`src/rtl/fetch_stage_pkg.sv`:
```
// Shared types and constants for the instruction-fetch stage.
// Optional feature macro: FETCH_ADEL_EN (misaligned-fetch detection, adds adel field).
package fetch_stage_pkg;

  localparam int unsigned XLEN = 32;

  localparam logic [XLEN-1:0] RESET_PC_DEF = 32'hBFC0_0000;
  localparam logic [XLEN-1:0] NOP_INST_DEF = 32'h0000_0000;
  localparam logic [XLEN-1:0] PC_STEP      = 32'd4;

  // IF/ID pipeline register payload handed to the decoder
  typedef struct packed {
    logic [XLEN-1:0] instr;
    logic [XLEN-1:0] pc;
    logic [XLEN-1:0] pc_plus4;
    logic            valid;
    logic            in_ds;
`ifdef FETCH_ADEL_EN
    logic            adel;
`endif
  } if_id_t;

  // Sequential PC step; wraps modulo 2^32
  function automatic logic [XLEN-1:0] pc_inc(input logic [XLEN-1:0] pc);
    return pc + PC_STEP;
  endfunction

endpackage

```
`src/rtl/fetch_stage_if_id_reg.sv`:
```
// IF/ID register bank: bubble on reset/flush, hold on stall_d, otherwise load.
// Ports:
//   clk, rst          clock, synchronous active-high reset
//   flush, stall_d    bubble insert / hold controls
//   is_branch_d       instruction currently in ID is a branch/jump
//   instr_i, pc_i     fetched word and its PC
//   adel_i            fetch PC misaligned (FETCH_ADEL_EN only)
//   q_o               registered IF/ID payload
module fetch_stage_if_id_reg
  import fetch_stage_pkg::*;
#(
  parameter logic [XLEN-1:0] NOP_INST = NOP_INST_DEF
) (
  input  logic            clk,
  input  logic            rst,
  input  logic            flush,
  input  logic            stall_d,
  input  logic            is_branch_d,
`ifdef FETCH_ADEL_EN
  input  logic            adel_i,
`endif
  input  logic [XLEN-1:0] instr_i,
  input  logic [XLEN-1:0] pc_i,
  output if_id_t          q_o
);

  if_id_t q_d, q_q;

  // Next-state: flush inserts a bubble, stall holds, otherwise load F-stage data
  always_comb begin
    q_d = q_q;
    if (flush) begin
      q_d.instr    = NOP_INST;
      q_d.pc       = '0;
      q_d.pc_plus4 = PC_STEP;
      q_d.valid    = 1'b0;
      q_d.in_ds    = 1'b0;
`ifdef FETCH_ADEL_EN
      q_d.adel     = 1'b0;
`endif
    end else if (!stall_d) begin
      q_d.instr    = instr_i;
      q_d.pc       = pc_i;
      q_d.pc_plus4 = pc_inc(pc_i);
      q_d.valid    = 1'b1;
      // Only a real branch in ID makes the following word a delay slot
      q_d.in_ds    = is_branch_d & q_q.valid;
`ifdef FETCH_ADEL_EN
      q_d.adel     = adel_i;
      // Faulting fetch: keep the PC for EPC/BadVAddr but never decode the word
      if (adel_i) q_d.instr = NOP_INST;
`endif
    end
  end

  // Register with synchronous reset to the bubble state
  always_ff @(posedge clk) begin
    if (rst) begin
      q_q.instr    <= NOP_INST;
      q_q.pc       <= '0;
      q_q.pc_plus4 <= PC_STEP;
      q_q.valid    <= 1'b0;
      q_q.in_ds    <= 1'b0;
`ifdef FETCH_ADEL_EN
      q_q.adel     <= 1'b0;
`endif
    end else begin
      q_q <= q_d;
    end
  end

  assign q_o = q_q;

endmodule

```
`src/rtl/fetch_stage.sv`:
```
// Instruction-fetch stage with IF/ID register for the 5-stage MIPS core.
// Owns the PC, drives the synchronous instruction SRAM and feeds the decoder.
// Ports:
//   clk, rst                         clock, synchronous active-high reset
//   stall_f, stall_d, flush, exc_pc  hazard / CP0 controls
//   branch_taken_d, branch_target_d  ID-stage redirect; is_branch_d marks a branch in ID
//   inst_sram_*                      SRAM interface (read-only; addr is combinational pc_next)
//   pc_f                             PC of the word on inst_sram_rdata this cycle
//   instr_d, pc_d, pc_plus4_d, valid_d, in_ds_d   IF/ID outputs
//   adel_d                           misaligned fetch flag (only with FETCH_ADEL_EN)
// Optional feature macro: FETCH_ADEL_EN.
module fetch_stage
  import fetch_stage_pkg::*;
#(
  parameter logic [XLEN-1:0] RESET_PC = RESET_PC_DEF,
  parameter logic [XLEN-1:0] NOP_INST = NOP_INST_DEF
) (
  input  logic            clk,
  input  logic            rst,
  input  logic            stall_f,
  input  logic            stall_d,
  input  logic            flush,
  input  logic [XLEN-1:0] exc_pc,
  input  logic            branch_taken_d,
  input  logic [XLEN-1:0] branch_target_d,
  input  logic            is_branch_d,
  output logic            inst_sram_en,
  output logic [3:0]      inst_sram_wen,
  output logic [XLEN-1:0] inst_sram_addr,
  output logic [XLEN-1:0] inst_sram_wdata,
  input  logic [XLEN-1:0] inst_sram_rdata,
  output logic [XLEN-1:0] pc_f,
  output logic [XLEN-1:0] instr_d,
  output logic [XLEN-1:0] pc_d,
  output logic [XLEN-1:0] pc_plus4_d,
  output logic            valid_d,
  output logic            in_ds_d
`ifdef FETCH_ADEL_EN
  ,
  output logic            adel_d
`endif
);

  logic            hold_f;
  logic [XLEN-1:0] pc_f_d, pc_f_q;
  if_id_t          if_id;

  // A decode stall also freezes fetch so the held word is re-read
  assign hold_f = stall_f | stall_d;

  // PC mux: reset > flush > hold > branch > sequential
  always_comb begin
    pc_f_d = pc_inc(pc_f_q);
    if (rst)                 pc_f_d = RESET_PC;
    else if (flush)          pc_f_d = exc_pc;
    else if (hold_f)         pc_f_d = pc_f_q;
    else if (branch_taken_d) pc_f_d = branch_target_d;
  end

  always_ff @(posedge clk) begin
    if (rst) pc_f_q <= RESET_PC;
    else     pc_f_q <= pc_f_d;
  end

  assign inst_sram_en    = 1'b1;
  assign inst_sram_wen   = 4'b0000;
  assign inst_sram_wdata = '0;
`ifdef FETCH_ADEL_EN
  assign inst_sram_addr  = {pc_f_d[XLEN-1:2], 2'b00};
`else
  assign inst_sram_addr  = pc_f_d;
`endif

  fetch_stage_if_id_reg #(
    .NOP_INST (NOP_INST)
  ) u_if_id (
    .clk         (clk),
    .rst         (rst),
    .flush       (flush),
    .stall_d     (stall_d),
    .is_branch_d (is_branch_d),
`ifdef FETCH_ADEL_EN
    .adel_i      (pc_f_q[1:0] != 2'b00),
`endif
    .instr_i     (inst_sram_rdata),
    .pc_i        (pc_f_q),
    .q_o         (if_id)
  );

  assign pc_f       = pc_f_q;
  assign instr_d    = if_id.instr;
  assign pc_d       = if_id.pc;
  assign pc_plus4_d = if_id.pc_plus4;
  assign valid_d    = if_id.valid;
  assign in_ds_d    = if_id.in_ds;
`ifdef FETCH_ADEL_EN
  assign adel_d     = if_id.adel;
`endif

endmodule

```
`config.mk`:
```
export PLATFORM = sky130hd
export DESIGN_NAME = fetch_stage
export DESIGN_NICKNAME = d
export VERILOG_FILES = /design/src/rtl/fetch_stage_pkg.sv /design/src/rtl/fetch_stage_if_id_reg.sv /design/src/rtl/fetch_stage.sv
export SDC_FILE = /design/constraint.sdc
export NUM_CORES = 1
export LEC_CHECK = 0
export ABC_CLOCK_PERIOD_IN_PS = 2600
export CAP_MARGIN = 30
export CORE_MARGIN = 2
export CORE_UTILIZATION = 25
export DETAILED_ROUTE_END_ITERATION = 12
export HOLD_SLACK_MARGIN = 0.03
export SETUP_SLACK_MARGIN = 0.15
export SLEW_MARGIN = 20
export SYNTH_ARGS = -nofsm -noshare
export SYNTH_HDL_FRONTEND = slang
export SYNTH_SLANG_ARGS = --single-unit
```
`constraint.sdc`:
```
create_clock -name clk -period 2.6 [get_ports clk]
set_input_delay 0.52 -clock clk [delete_from_list [all_inputs] [get_ports clk]]
set_output_delay 0.52 -clock clk [all_outputs]
set_load 0.05 [all_outputs]
```
==> qor_table.md <==
| Quantity | Reported | Unit |
| --- | --- | --- |
| Post-synth ARST share | 0 | - |
| Worst-case setup margin in the final layout | -514 | ps |
| Combinational fraction of design power | 0.290 | - |
| Cells along the critical path | nand4_1 > buf_4 > or4_4 > buf_4 > buf_6 > nor4_4 > o21ai_2 > a31oi_4 > buf_12 | - |
| R2R cell count | 17 | - |
| Routed vias/inst | 4.72 | - |
| Post-route insts no fill | 1,463 | - |
| Number of warning messages in the yosys log | 0 | - |
| Synth area leaders | dfxtp_1, mux2i_1, nor2_1 | - |
| Total routed wirelength | 26.9 | mm |
| Crit path max fanout | 5 | - |
| Vertical die dimension | 163 | um |
| Hold WS | 462 | ps |
| Sequential fraction of the synthesis area | 0.406 | - |
| Hold EP | u_if_id.q_o[31] | - |
| Switching portion of total power | 0.337 | - |
| Maximum buffer depth of the clock tree | 2 | - |
| Int Pwr | 4200 | uW |
| Clock sink count | 128 | - |
| Most common flop cell mapped by yosys | dfxtp_1 | - |
| VDD IR max | 0.339 | mV |
| Number of levels the H-tree was split into | 4 | - |
| Routability-driven placement congestion ratio | 0.843 | - |
| Clock insertion delay at the later pin of the skew report | 430 | ps |
| Leakage | 0.00494 | uW |
| Hold Path Stages | 2 | - |
| Core outline area | 0.0250 | mm^2 |
| Proportion of layout cells with a drive suffix above 1 | 0.321 | - |
| Reg power frac | 0.334 | - |
| Crit-path slowest cell | or4_4 | - |
| Antenna violation net count after detailed routing | 0 | - |
| EDFF count, synth | 0 | - |
| Syn-to-layout area delta | 92.7 | % |
| Die Width | 163 | um |
| Pin count of the biggest net entering global routing | 42 | - |
| Starting Density | 0.253 | - |
| Total power density per cell area | 521 | mW/mm^2 |
| Yosys top cell area share | 0.406 | - |
| Kind of end point of the critical path | primary output | - |
| Total overflow reported by the global router | 0 | - |
| Total chip power | 6340 | uW |
| Placed cell count | 1,359 | - |
| CP most frequent cell | buf_4 | - |
| Path type of the worst min-delay path | flip-flop to flip-flop | - |
| Setup Viol. Count Final | 24 | - |
| Launch instance of the worst register-to-register path | pc_f[3] | - |
| Final max-slew violation count | 0 | - |
| TNS Setup | -6940 | ps |
| Final hold violation count | 0 | - |
| Number of nets in the final layout | 1,223 | - |
| Global Route Usage Sum | 0.198 | - |
| Part of the power in the clock network | 0.375 | - |
| Most frequent cells after synthesis | dfxtp_1, nor2_1, mux2i_1, nand2_1, a21oi_1 | - |
| Worst min-delay path startpoint | u_if_id.q_o[31] | - |
| Remaining routing DRC violations | 0 | - |
| Violated checks | negative setup slack | - |
| Type of the worst setup path | flip-flop to primary output | - |
| Mean instance size in the synthesized netlist | 8.43 | um^2 |
| Post-Place Setup Slack | -244 | ps |
| Clock transition time at the flip-flop clock pins of the worst setup and hold paths | 70 | ps |
| Destination of the worst register-to-register timing path | pc_f[4] | - |
| Min Tclk post-route | 3110 | ps |
| Overall via count from detail_route | 6,909 | - |
| Largest area contributor in the synthesized netlist | dfxtp_1 | - |
| Setup repair after global routing missed its margin | true | - |
| TritonRoute pass-1 iters | 4 | - |
| Fmax | 321 | MHz |
| Input/output buffers | 264 | - |
| Largest stage delay, worst path | 510 | ps |
| Most common cell in the netlist | dfxtp_1 | - |
| Synthesized flop and latch total | 128 | - |
| Combined area of all synthesized cells | 0.00631 | mm^2 |
| Nature of the critical path startpoint | flip-flop | - |
| Share of the cycle needed by the critical path after routing | 1.20 | - |
| Unique masters post-synth | 56 | - |
| Worst Path Required | 2080 | ps |
| Number of instances in the synthesized netlist | 749 | - |
| Average wire per cell in the routed design | 18.4 | um |
| Post-detail-place hpwl | 18.1 | mm |
| CTS tree | built | - |
| Max transition margin | 0.542 | - |
| Outcome | finished with violations | - |
| Clock tree root buffer cell | clkbuf_16 | - |
| Number of filler cells placed in the layout | 2,327 | - |
| First-pass GRT wire length | 40.0 | mm |
| Iteration-0 DRC Markers | 331 | - |
| CTS Buf Count | 17 | - |
| Floorplan row count | 58 | - |
| Die area | 0.0265 | mm^2 |
| Antenna violations before repair | 1 | - |
| Data arrival time of the critical path | 2590 | ps |
| Slew @ Worst Pin | 688 | ps |
| Largest clock skew in the final design | 14.3 | ps |
| Register-to-register setup slack | 270 | ps |
| Reported net switching power | 2140 | uW |
| Number of I/O pins | 302 | - |
| Vias in the first global route | 6,774 | - |
| Number of max-cap violations | 0 | - |
-- power by group through the flow --
stage | registers, uW | logic [uW] | clock network, uW
finish | 2120 | 1840 | 2380
detailed placement | 2160 | 1670 | 0
floorplan | 2450 | 753 | 0
CTS | 2120 | 1790 | 2440
global route | 2130 | 1930 | 2540
global placement | 2160 | 1670 | 0
-- per-layer routing --
metal  GRT usage  share of wire
met5           0              0
met3      0.0446          0.058
met2       0.327           0.48
met4      0.0736          0.022
met1       0.254           0.44
-- sequential cells by signal, summed over array words and instances (netlist names) --
register and count:
pc_f 32, u_if_id.q_o 96
-- cell families after synthesis --
group | synth area share
AND/OR/NAND/NOR | 0.188
adder cells (fa/ha/maj) | 0.00198
other | 0.00119
flip-flops | 0.406
XOR/XNOR | 0.0208
buffers and inverters | 0.0936
AO/OA/AOI/OAI | 0.170
multiplexers | 0.118
-- repair_timing --
item,CTS,global route
gates cloned,4,0
endpoints found under the hold margin,0,0
pin swaps,56,41
endpoints found under the setup margin,32,33
hold buffers,0,0
setup buffers,50,17
gates resized for setup,97,53
-- worst max path at each step --
stage / depth (start not counted) / end / from
floorplan: 8 / inst_sram_addr[21] / pc_f[10]
global placement: 7 / inst_sram_addr[19] / stall_f
detailed placement: 7 / inst_sram_addr[19] / stall_f
CTS: 8 / inst_sram_addr[30] / pc_f[3]
global route: 8 / inst_sram_addr[22] / pc_f[10]
finish: 9 / inst_sram_addr[22] / pc_f[10]
-- worst max-delay path: cells and delay by family, from the launching register on --
| kind | cells | cell delay [ps] |
|---|---|---|
| AO/OA/AOI/OAI | 2 | 280 |
| buffers and inverters | 4 | 650 |
| flip-flops | 1 | 360 |
| AND/OR/NAND/NOR | 3 | 860 |
-- cell type report --
type	count	area [um^2]	area share
antenna	1	2.50	0.000206
clock buffer	21	472	0.0388
inverter	10	41.3	0.00340
sequential	128	2620	0.216
timing repair buffer	417	4300	0.354
tap	330	413	0.0340
clock inverter	11	105	0.00864
multi-input combinational	545	4210	0.346
-- cells in the final DEF (no fill, tap or decap), types with 9 or more instances in the layout --
cell             netlist  final
buf_6                  2     30
a31oi_1               19      9
a21oi_1               46     43
o31a_1                10     10
dfxtp_2                0     11
buf_12                 0     33
clkbuf_16              0     19
o21ai_0               33     25
buf_4                 39    115
o21ai_2                0     14
and3_1                15     15
nor2_1               109     97
o211ai_1               9      9
inv_1                 10      9
mux2i_1               72     68
a31oi_4                0      9
nor4_4                 1     12
nand2_1               52     47
dfxtp_1              128    105
clkdlybuf4s50_1        0    227
dfxtp_4                0     12
conb_1                 2     37
-- metrics by stage --
stage,util,cell area (um^2)
3_5_place_dp,0.414,10300
3_3_place_gp,0.414,10300
6_report,0.487,12200
2_1_floorplan,-,7020
4_1_cts,0.473,11800
5_1_grt,0.487,12200
(Power assumes the default switching activity.)
